`src/rtl/div_sequencer_if.sv`:
```
// rtl/div_sequencer_if.sv - request/response bundle between Execute and the divide sequencer
interface div_sequencer_if #(
    parameter int XLEN = 32
);
    logic            start;
    logic [1:0]      op;
    logic [XLEN-1:0] operand_a;
    logic [XLEN-1:0] operand_b;
    logic            flush;
    logic            busy;
    logic            done;
    logic [XLEN-1:0] result;

    modport master (
        output start, op, operand_a, operand_b, flush,
        input  busy, done, result
    );

    modport slave (
        input  start, op, operand_a, operand_b, flush,
        output busy, done, result
    );
endinterface

```
`src/rtl/div_sequencer.sv`:
```
// rtl/div_sequencer.sv - radix-2 restoring divider sequencer for DIV/DIVU/REM/REMU
module div_sequencer #(
    parameter int XLEN  = 32,
    parameter int CNT_W = 6
) (
    input  logic          clk,
    input  logic          rst_n,
    div_sequencer_if.slave bus
);
    typedef enum logic [1:0] {IDLE, CALC, DONE} state_t;

    localparam logic [XLEN-1:0] MIN_NEG = {1'b1, {(XLEN-1){1'b0}}};

    state_t            state, state_nxt;
    logic              rem_sel;
    logic [XLEN-1:0]   quo, rem, dvs, result_q;
    logic [CNT_W-1:0]  cnt;
    logic              qsign, rsign;

    logic              accept, is_signed, div_zero, ovf, special, last_iter;
    logic [XLEN-1:0]   abs_a, abs_b, special_res;
    logic [XLEN:0]     sh, diff;
    logic [XLEN-1:0]   quo_nxt, rem_nxt, quo_fix, rem_fix;

    always_comb begin
        accept    = (state == IDLE) && bus.start && !bus.flush;
        is_signed = !bus.op[0];
        div_zero  = (bus.operand_b == '0);
        ovf       = is_signed && (bus.operand_a == MIN_NEG) && (bus.operand_b == '1);
        special   = div_zero || ovf;
        if (div_zero)
            special_res = bus.op[1] ? bus.operand_a : '1;
        else
            special_res = bus.op[1] ? '0 : MIN_NEG;
        abs_a = (is_signed && bus.operand_a[XLEN-1]) ? -bus.operand_a : bus.operand_a;
        abs_b = (is_signed && bus.operand_b[XLEN-1]) ? -bus.operand_b : bus.operand_b;

        // Partial remainder grows one bit before the trial subtract, hence XLEN+1 bits.
        sh      = {rem, quo[XLEN-1]};
        diff    = sh - {1'b0, dvs};
        rem_nxt = diff[XLEN] ? sh[XLEN-1:0] : diff[XLEN-1:0];
        quo_nxt = {quo[XLEN-2:0], ~diff[XLEN]};
        quo_fix = qsign ? -quo_nxt : quo_nxt;
        rem_fix = rsign ? -rem_nxt : rem_nxt;
        last_iter = (cnt == CNT_W'(XLEN-1));
    end

    always_ff @(posedge clk or negedge rst_n) begin
        if (!rst_n)
            state <= IDLE;
        else
            state <= state_nxt;
    end

    always_comb begin
        state_nxt = state;
        case (state)
            IDLE: if (accept) state_nxt = special ? DONE : CALC;
            CALC: begin
                if (bus.flush)
                    state_nxt = IDLE;
                else if (last_iter)
                    state_nxt = DONE;
            end
            DONE:    state_nxt = IDLE;
            default: state_nxt = IDLE;
        endcase
    end

    always_comb begin
        bus.busy   = (state != IDLE);
        bus.done   = (state == DONE) && !bus.flush;
        bus.result = result_q;
    end

    always_ff @(posedge clk or negedge rst_n) begin
        if (!rst_n) begin
            rem_sel  <= 1'b0;
            quo      <= '0;
            rem      <= '0;
            dvs      <= '0;
            cnt      <= '0;
            qsign    <= 1'b0;
            rsign    <= 1'b0;
            result_q <= '0;
        end else if (accept) begin
            rem_sel <= bus.op[1];
            quo     <= abs_a;
            dvs     <= abs_b;
            rem     <= '0;
            cnt     <= '0;
            qsign   <= is_signed && (bus.operand_a[XLEN-1] ^ bus.operand_b[XLEN-1]);
            rsign   <= is_signed && bus.operand_a[XLEN-1];
            if (special)
                result_q <= special_res;
        end else if (state == CALC && !bus.flush) begin
            quo <= quo_nxt;
            rem <= rem_nxt;
            cnt <= cnt + 1'b1;
            if (last_iter)
                result_q <= rem_sel ? rem_fix : quo_fix;
        end
    end
endmodule

```
`src/flat_wrapper.sv`:
```
// flat-port wrapper written by rule: the top's interface ports become plain ports
module div_sequencer_flat 
#(
    parameter int XLEN  = 32,
    parameter int CNT_W = 6
)
  (clk, rst_n, bus_start, bus_op, bus_operand_a, bus_operand_b, bus_flush, bus_busy, bus_done, bus_result);
  div_sequencer_if #(.XLEN(XLEN)) bus_i ();
  input  logic clk;
  input  logic rst_n;
  input wire logic [$bits(bus_i.start)-1:0] bus_start;
  input wire logic [$bits(bus_i.op)-1:0] bus_op;
  input wire logic [$bits(bus_i.operand_a)-1:0] bus_operand_a;
  input wire logic [$bits(bus_i.operand_b)-1:0] bus_operand_b;
  input wire logic [$bits(bus_i.flush)-1:0] bus_flush;
  output wire logic [$bits(bus_i.busy)-1:0] bus_busy;
  output wire logic [$bits(bus_i.done)-1:0] bus_done;
  output wire logic [$bits(bus_i.result)-1:0] bus_result;
  assign bus_i.start = bus_start;
  assign bus_i.op = bus_op;
  assign bus_i.operand_a = bus_operand_a;
  assign bus_i.operand_b = bus_operand_b;
  assign bus_i.flush = bus_flush;
  assign bus_busy = bus_i.busy;
  assign bus_done = bus_i.done;
  assign bus_result = bus_i.result;
  div_sequencer #(.XLEN(XLEN), .CNT_W(CNT_W)) u_core (.clk(clk), .rst_n(rst_n), .bus(bus_i));
endmodule
```
`config.mk`:
```
export PLATFORM = sky130hd
export DESIGN_NAME = div_sequencer_flat
export DESIGN_NICKNAME = d
export VERILOG_FILES = /design/src/rtl/div_sequencer_if.sv /design/src/rtl/div_sequencer.sv /design/src/flat_wrapper.sv
export SDC_FILE = /design/constraint.sdc
export NUM_CORES = 1
export LEC_CHECK = 0
export ABC_AREA = 1
export BUFFER_PORTS_ARGS = -buffer_cell sky130_fd_sc_hd__clkbuf_2
export CAP_MARGIN = 40
export CORE_ASPECT_RATIO = 1.5
export CORE_MARGIN = 1
export CORE_UTILIZATION = 40
export CTS_BUF_LIST = sky130_fd_sc_hd__clkbuf_16
export CTS_CLUSTER_DIAMETER = 30
export CTS_CLUSTER_SIZE = 20
export DETAILED_ROUTE_END_ITERATION = 10
export PLACE_DENSITY = 0.61
export SLEW_MARGIN = 20
export SYNTH_ARGS = -nofsm -noshare
export SYNTH_HDL_FRONTEND = slang
export SYNTH_SLANG_ARGS = --single-unit
```
`constraint.sdc`:
```
create_clock -name clk -period 7.6 [get_ports clk]
set_input_delay 0.76 -clock clk [delete_from_list [all_inputs] [get_ports clk]]
set_output_delay 0.76 -clock clk [all_outputs]
set_load 0.01 [all_outputs]
```
==> impl_metrics.json, run 1 <==
{
  "wl_per_cell_um": 17.08,
  "synth_warnings": 0,
  "arrival_ps": 5440,
  "ys_seq_elements": 139,
  "core_area_um2": 29580,
  "final-instance-count-excl-fill": 2368,
  "cts_tree": "yes",
  "async_flop_share_pct": 100.0,
  "cp_common_cell": "nand2_1",
  "numCtsBuffers": 17,
  "io_buffers": 103,
  "route.detailed.drc": 0,
  "reg2reg_depth": 32,
  "setup_viol": 0,
  "die-area_um2": 30920,
  "drt_iter0_drc": 849,
  "syn-num-nets": 1993,
  "grt_max_degree": 77,
  "die_h_um": 214.9,
  "layout_common_cells": "564 x nand2_1, 230 x inv_1, 173 x nor2_1",
  "grt_setup_unrepaired": "false",
  "insertion_delay_ps": 440,
  "synth_seq_area_share_pct": 28.79,
  "antenna_found_initial": 0,
  "cts_setup_buffers": 0,
  "synthCells": 1884,
  "clk_path_buf_depth": 2,
  "routed-via-count": 12510,
  "syn2layout_area_growth_pct": 11.89,
  "cts_sinks": 139,
  "crit_required_ps": 7930,
  "io-pin-count": 104,
  "busiest_layer": "met2",
  "end_kind": "flop",
  "use_met3_pct": 2.852,
  "cts_resized": 0,
  "clk_pin_slew_worst_paths_ps": 70,
  "max-slew-margin-rel_pct": 48.25,
  "grt_use_total_pct": 27.56,
  "mostFrequentLayoutCell": "nand2_1",
  "grtUsageMet1_pct": 31.84,
  "p_leak_uw": 0.006943,
  "hold_viol": 0,
  "status": "finished, final reports clean",
  "drtAntennaViolNets": 0,
  "met2_usage_pct": 48.81,
  "syn_area_per_cell_um2": 6.413,
  "row_count": 77,
  "synth_ff_type": "dfrtp_1",
  "maxCapViolations": 0,
  "crit_path_start": "u_core.quo[31]",
  "grt_pass1_wl_mm": 65.07,
  "synth.distinct_cells": 55,
  "finalSetupTns_ps": 0,
  "drt-total-wl_mm": 40.44,
  "placed_cells": 2335,
  "max_freq_mhz": 195.9,
  "r2r_end": "u_core.bus.result[30]",
  "cp_slowest_cell": "fa_1",
  "fin_nets": 2069,
  "htree_levels": 4,
  "dp_hpwl_mm": 31.91,
  "crit_type": "reg -> reg",
  "die_w_um": 143.9,
  "fillCellCount": 3122,
  "cts_hold_buffers": 0,
  "max_stage_delay_ps": 410,
  "synth-edff-count": 0,
  "antennaDiodeCount": 0,
  "r2r_start": "u_core.quo[31]",
  "drive_above_1_share_pct": 11.81,
  "grt_pass1_vias": 12270,
  "powerDensity_nw_per_um2": 443.6,
  "overflow": 0,
  "drv_slew": 0,
  "synth_area_um2": 12080,
  "min_period_ps": 5105,
  "dr.pass1.iters": 6,
  "vdd_drop_max_mv": 0.2006,
  "cp-start-kind": "flop",
  "viasPerCell": 5.284,
  "cp_max_fo": 42,
  "worst_pin_slew_ps": 775.3,
  "power_uw": 5996,
  "reg2reg_slack_ps": 2500,
  "cp-endpoint": "u_core.bus.result[30]",
  "cts-root-buf": "clkbuf_16",
  "holdCritPathClass": "in -> async",
  "globalplace.congestion": 0.9262,
  "fin_worst_skew_ps": 12.58,
  "start_util_pct": 40.85,
  "period_share_pct": 67.17
}
-- metal layers --
| layer | share of wire (%) | wire (um) | vias up |
|---|---|---|---|
| li1 | - | - | 6342 |
| met1 | 41 | 16390 | 5787 |
| met2 | 51 | 20580 | 310 |
| met3 | 3.1 | 1260 | 73 |
| met4 | 5.5 | 2209 | 0 |
| met5 | 0 | 0 | - |
-- stage by stage --
| stage | hold slack [ps] | util [%] | area [um2] | setup WS, ps |
|---|---|---|---|---|
| global route | 400.0 | 45.70 | 13520 | 1870 |
| detailed placement | 463.8 | 43.72 | 12930 | 2540 |
| floorplan | 453.0 | - | 12080 | 3444 |
| finish | 312.5 | 45.70 | 13520 | 2495 |
| CTS | 363.6 | 45.64 | 13500 | 2503 |
| global placement | 464.1 | 43.51 | 12870 | 2609 |
-- logic make-up (layout without fill, tap and decap cells) --
family,count (synthesis),in the layout,share of synthesized area (%)
adder cells (fa/ha/maj),39,39,4.101
AO/OA/AOI/OAI,357,357,17.52
XOR/XNOR,61,61,4.422
flip-flops,139,139,28.79
buffers and inverters,305,394,10.28
AND/OR/NAND/NOR,983,983,34.88
-- cell type report --
type	instances	area, um2	area share (%)
Multi-Input combinational cell	1440	7376	54.56
Sequential cell	139	3478	25.73
Inverter	244	915.9	6.775
Timing Repair Buffer	118	686.9	5.081
Tap cell	395	494.2	3.656
Clock buffer	17	425.4	3.147
Clock inverter	15	141.4	1.046
-- flip-flops by register name (all words and copies together), names as in the netlist --
signal             flops
u_core.quo            32
u_core.rem_sel         1
u_core.state           2
u_core.cnt             6
u_core.bus.result     32
u_core.rsign           1
u_core.dvs            32
u_core.qsign           1
u_core.rem            32
-- cells in the mapped netlist (29+ instances only) --
master	instances	area share [%]
nand2_1	565	18
inv_1	230	7.1
nor2_1	173	5.4
dfrtp_1	139	29
o21ai_0	127	5.3
nand3_1	107	4.4
a21oi_1	94	3.9
ha_1	38	3.9
xor2_1	36	2.6
nand4_1	32	1.7
clkbuf_1	30	0.93
nand2_2	30	1.6
o221ai_1	29	2.1
-- how the worst min path moves through the flow --
stage / from / end / slack, ps / cells past startpoint
finish: rst_n / u_core.cnt[2] / 310 / 1
floorplan: u_core.dvs[10] / u_core.dvs[10] / 450 / 2
detailed placement: u_core.bus.result[20] / u_core.bus.result[20] / 460 / 2
CTS: rst_n / u_core.cnt[2] / 360 / 1
global route: rst_n / u_core.cnt[4] / 400 / 1
global placement: u_core.bus.result[26] / u_core.bus.result[26] / 460 / 2
-- power breakdown --
group,internal (uW),switching [uW]
Sequential,1000,207
Clock,457,375
Combinational,1260,2700
Total,2720,3280
-- worst max-delay path, delay by kind of cell, from the launching register on --
kind            cells  cell delay [ps]
simple gates       22             3070
compound gates      3              460
flops               1              390
buf+inv             4              210
fa+ha+maj           3              840
(Power assumes the default switching activity.)
==> run 2, diff against run 1 <==
PLACE_DENSITY = 0.63   (was 0.61)
clock period = 4.4 ns   (was 7.6 ns; I/O delays follow)
==> impl_metrics.json, run 2 (synthesis results as in run 1) <==
{
  "start_util_pct": 40.85,
  "setup_viol": 0,
  "drv_slew": 0,
  "intPower_uw": 4984,
  "r2r_end": "u_core.bus.result[28]",
  "io-pin-count": 104,
  "cp_slowest_cell": "dfrtp_1",
  "numCtsBuffers": 17,
  "final_area_um2": 13800,
  "fillCellCount": 3101,
  "grt_use_total_pct": 28.28,
  "fin_hold_ws_ps": 288.1,
  "swShare_pct": 53.79,
  "htree_levels": 4,
  "viasPerCell": 5.333,
  "dp_hpwl_mm": 32.90,
  "max_freq_mhz": 246.1,
  "powerDensity_nw_per_um2": 781.5,
  "reg2reg_slack_ps": 340,
  "cts_tree": "yes",
  "fin_nets": 2101,
  "mostFrequentLayoutCell": "nand2_1",
  "placed_cells": 2361,
  "min_period_ps": 4063,
  "cp_max_fo": 4,
  "io_buffers": 103,
  "die_w_um": 143.9,
  "layout_common_cells": "564 x nand2_1, 234 x inv_1, 171 x nor2_1",
  "dr.pass1.iters": 8,
  "fin_worst_skew_ps": 9.715,
  "cts-root-buf": "clkbuf_16",
  "max_stage_delay_ps": 360,
  "maxCapViolations": 0,
  "syn2layout_area_growth_pct": 14.23,
  "clk_path_buf_depth": 2,
  "p_leak_uw": 0.007105,
  "reg2reg_depth": 28,
  "worst_pin_slew_ps": 782.6,
  "status": "finished, final reports clean",
  "comb_power_share_pct": 67.0,
  "drtAntennaViolNets": 0,
  "globalplace.congestion": 0.9874,
  "drt-total-wl_mm": 41.93,
  "seqPwrFrac_pct": 19.3,
  "drive_above_1_share_pct": 13.47,
  "wl_per_cell_um": 17.47,
  "hold_viol": 0,
  "timing.hold.worst.start": "bus_operand_a[31]",
  "overflow": 0,
  "final-instance-count-excl-fill": 2400,
  "final_util_pct": 46.66,
  "routed-via-count": 12800,
  "dpl_cell_area_um2": 13100,
  "row_count": 77,
  "antenna_found_initial": 0,
  "holdPathStages": 3,
  "p_switching_uw": 5801,
  "cts_sinks": 139,
  "arrival_ps": 4400,
  "max-slew-margin-rel_pct": 47.77,
  "core_area_um2": 29580,
  "vdd_drop_max_mv": 0.4088,
  "holdCritPathClass": "in -> reg",
  "r2r_start": "u_core.dvs[15]",
  "insertion_delay_ps": 450,
  "grt_pass1_wl_mm": 66.43,
  "hold_path_end": "u_core.quo[31]",
  "cp-start-kind": "flop",
  "crit_required_ps": 4740,
  "power_uw": 10790,
  "crit_type": "reg -> reg",
  "route.detailed.drc": 0,
  "period_share_pct": 92.34,
  "clkPwrFrac_pct": 13.7,
  "antennaDiodeCount": 0,
  "cp_common_cell": "nand2_1",
  "die-area_um2": 30920,
  "grt_max_degree": 60,
  "drt_iter0_drc": 691,
  "clk_pin_slew_worst_paths_ps": 60,
  "grt_pass1_vias": 12530,
  "die_h_um": 214.9,
  "end_kind": "flop"
}
==> run 2: changes by cell type in the layout (fill, tap and decap cells not counted), moves of 4 or more <==
| cell | previous run | this run |
|---|---|---|
| nand3_2 | 5 | 9 |
| o21ai_0 | 127 | 122 |
| nand3_1 | 106 | 102 |
| buf_4 | 11 | 45 |
| inv_1 | 230 | 234 |
| o21ai_1 | 14 | 18 |
==> run 2: layer usage <==
metal	GRT usage [%]	up-vias	routed length, um
met5	0	-	0
met4	18.87	0	2887
met3	3.320	87	1646
met2	49.63	361	20970
met1	31.55	5947	16430
li1	-	6404	-
==> run 2: worst max path at each step <==
| stage | depth (start not counted) | start | endpoint |
|---|---|---|---|
| finish | 28 | u_core.dvs[15] | u_core.bus.result[28] |
| global route | 29 | u_core.rem[4] | u_core.bus.result[28] |
| CTS | 28 | u_core.dvs[15] | u_core.bus.result[30] |
| detailed placement | 28 | u_core.dvs[15] | u_core.bus.result[30] |
| global placement | 31 | u_core.dvs[0] | u_core.bus.result[30] |
| floorplan | 34 | u_core.quo[31] | u_core.bus.result[30] |
==> run 2: repair_timing <==
item,in CTS,in global routing
hold endpoints to repair,42,0
gates cloned,0,0
hold buffers,1,0
setup buffers,0,6
endpoints found under the setup margin,2,7
pin swaps,0,10
resized for setup,1,18
==> run 2: worst max-delay path: cells and delay by family, from the launching register on <==
family / cells / cell delay [ps]
and+or+nand+nor: 18 / 2130
adders and majority gates: 2 / 440
buffers and inverters: 3 / 290
AOI/OAI and AO/OA: 5 / 710
DFF: 1 / 360
==> run 2: final cells by class <==
class	instances	area (um2)	share of cell area, %
multi-input cells	1440	7437	53.89
flip-flops and latches	139	3478	25.20
inverters	244	915.9	6.636
repair buffers	150	889.6	6.446
well taps	395	494.2	3.581
clock buffers	17	425.4	3.083
clock inverters	15	160.2	1.160
==> run 2: power by group through the flow <==
| stage | combinational (uW) | sequential (uW) | clock, uW |
|---|---|---|---|
| after floorplan | 5100 | 2060 | 0 |
| after global placement | 7030 | 2070 | 0 |
| after detailed placement | 7050 | 2080 | 0 |
| after CTS | 7100 | 2070 | 1510 |
| after global routing | 8050 | 2140 | 1560 |
| final | 7220 | 2080 | 1480 |
==> run 2: per-stage QoR <==
stage	TNS (ps)	worst slack, ps
2_1_floorplan	0	244.4
3_3_place_gp	0	18.60
3_5_place_dp	-52.70	-33.95
4_1_cts	0	33.59
5_1_grt	-41.89	-25.18
6_report	0	336.9
==> run 3, diff against run 2 <==
CAP_MARGIN = unset   (was 40)
CTS_BUF_LIST = unset   (was sky130_fd_sc_hd__clkbuf_16)
==> impl_metrics.json, run 3 (synthesis results as in run 1) <==
{
  "status": "finished, final reports clean",
  "hold_viol": 0,
  "max_freq_mhz": 247.2,
  "seqPwrFrac_pct": 19.3,
  "clkPwrFrac_pct": 13.9,
  "register_area_um2": 3478,
  "swShare_pct": 53.68,
  "min_period_ps": 4046,
  "io-pin-count": 104,
  "max-slew-margin-rel_pct": 47.05,
  "p_switching_uw": 5804,
  "multi_input_area_um2": 7437,
  "start_util_pct": 40.85,
  "die_h_um": 214.9,
  "viasPerCell": 5.350,
  "numCtsBuffers": 17,
  "crit_type": "reg -> reg",
  "p_leak_uw": 0.007089,
  "drt_iter0_drc": 779,
  "grt_pass1_vias": 12540,
  "final_util_pct": 46.67,
  "fillCellCount": 3098,
  "powerDensity_nw_per_um2": 783.3,
  "reg2reg_slack_ps": 350,
  "row_count": 77,
  "drive_above_1_share_pct": 13.47,
  "die-area_um2": 30920,
  "clk_pin_slew_worst_paths_ps": 60,
  "r2r_start": "u_core.dvs[19]",
  "reg2reg_depth": 27,
  "fin_hold_ws_ps": 288.7,
  "dp_hpwl_mm": 32.90,
  "cp-start-kind": "flop",
  "worst_pin_slew_ps": 793.4,
  "cts_tree": "yes",
  "antenna_found_initial": 0,
  "syn2layout_area_growth_pct": 14.25,
  "clk_path_buf_depth": 2,
  "fin_worst_skew_ps": 8.638,
  "vdd_drop_max_mv": 0.4090,
  "overflow": 0,
  "comb_power_share_pct": 66.8,
  "die_w_um": 143.9,
  "drtAntennaViolNets": 0,
  "power_uw": 10810,
  "routed-via-count": 12840,
  "period_share_pct": 91.95,
  "insertion_delay_ps": 450,
  "antennaDiodeCount": 0,
  "route.detailed.drc": 0,
  "cp_max_fo": 5,
  "maxCapViolations": 0,
  "crit_required_ps": 4740,
  "holdCritPathClass": "in -> reg",
  "fin_nets": 2100,
  "mostFrequentLayoutCell": "nand2_1",
  "setup_viol": 0,
  "core_area_um2": 29580,
  "r2r_end": "u_core.bus.result[28]",
  "cts_sinks": 139,
  "io_buffers": 103,
  "timing.hold.worst.start": "bus_operand_a[25]",
  "intPower_uw": 5008,
  "grt_pass1_wl_mm": 66.45,
  "globalplace.congestion": 0.9874,
  "dr.pass1.iters": 5,
  "hold_path_end": "u_core.quo[25]",
  "htree_levels": 4,
  "layout_common_cells": "564 x nand2_1, 230 x inv_1, 171 x nor2_1",
  "wl_per_cell_um": 17.49,
  "cts-root-buf": "clkbuf_16",
  "grt_use_total_pct": 28.29,
  "drv_slew": 0,
  "arrival_ps": 4380,
  "grt_max_degree": 60,
  "drt-total-wl_mm": 41.96,
  "holdPathStages": 3,
  "end_kind": "flop"
}
## run 3: changes by cell type in the layout (fill, tap and decap cells not counted), sizes merged
cell and change:
buf -1, inv -4, clkbuf +5, clkinv -1
## run 3: worst max-delay path by stage
stage          depth (start not counted)            from                     to
6_report                              27  u_core.dvs[19]  u_core.bus.result[28]
3_3_place_gp                          31   u_core.dvs[0]  u_core.bus.result[30]
3_5_place_dp                          28  u_core.dvs[15]  u_core.bus.result[30]
2_1_floorplan                         34  u_core.quo[31]  u_core.bus.result[30]
4_1_cts                               28  u_core.dvs[15]  u_core.bus.result[30]
5_1_grt                               29   u_core.rem[4]  u_core.bus.result[28]
## run 3: layout make-up
class,count,area share [%]
clock buffers,22,3.290
clock inverters,10,1.024
inverters,244,6.635
multi-input cells,1440,53.88
flip-flops and latches,139,25.20
well taps,395,3.581
repair buffers,149,6.391
## run 3: power groups by stage
| stage | Clock (uW) | Combinational [uW] | Sequential, uW |
|---|---|---|---|
| after floorplan | 0 | 5100 | 2060 |
| after global placement | 0 | 7030 | 2070 |
| after detailed placement | 0 | 7050 | 2080 |
| after CTS | 1540 | 7100 | 2070 |
| after global routing | 1580 | 8040 | 2140 |
| final | 1510 | 7220 | 2080 |
## run 3: critical path, cell delays in order (launching register included)
cell	delay [ps]
dfrtp_1	360
inv_1	110
ha_1	310
a21oi_1	260
nand2_1	110
nand2_1	80
nand2_2	70
a21oi_4	200
nand3_2	160
nand2_4	110
ha_1	150
inv_1	70
nor3_4	220
nand3_2	130
nor3_4	210
nand3_2	120
nor2_4	160
nand4_1	160
nor2_2	190
nand4_1	120
nand2_1	120
o21ai_2	80
a21oi_1	140
o21ai_1	80
nand2_1	60
nand2_1	70
nand2_1	50
nand2_1	40
## run 3: what timing repair did
action                                  CTS  global route
hold buffers                              1             0
setup buffers                             0             5
pin swaps                                 0            10
resized for setup                         1            18
endpoints found under the setup margin    2             7
endpoints found under the hold margin    42             0
## run 3: per-layer routing
layer | GRT usage [%] | up-vias | part of all wire, %
li1 | - | 6397 | -
met1 | 31.55 | 5976 | 39
met2 | 49.65 | 374 | 50
met3 | 3.320 | 88 | 4.0
met4 | 18.87 | 0 | 6.8
met5 | 0 | - | 0
## run 3: metrics by stage
step	setup slack [ps]	instances	setup TNS [ps]	cell area, um2
after floorplan	244.4	1884	0	12080
after global placement	18.60	2361	0	13100
after detailed placement	-33.95	2361	-52.70	13100
after CTS	33.59	2394	0	13710
after global routing	-25.18	2399	-41.89	13800
final	354.2	2399	0	13800
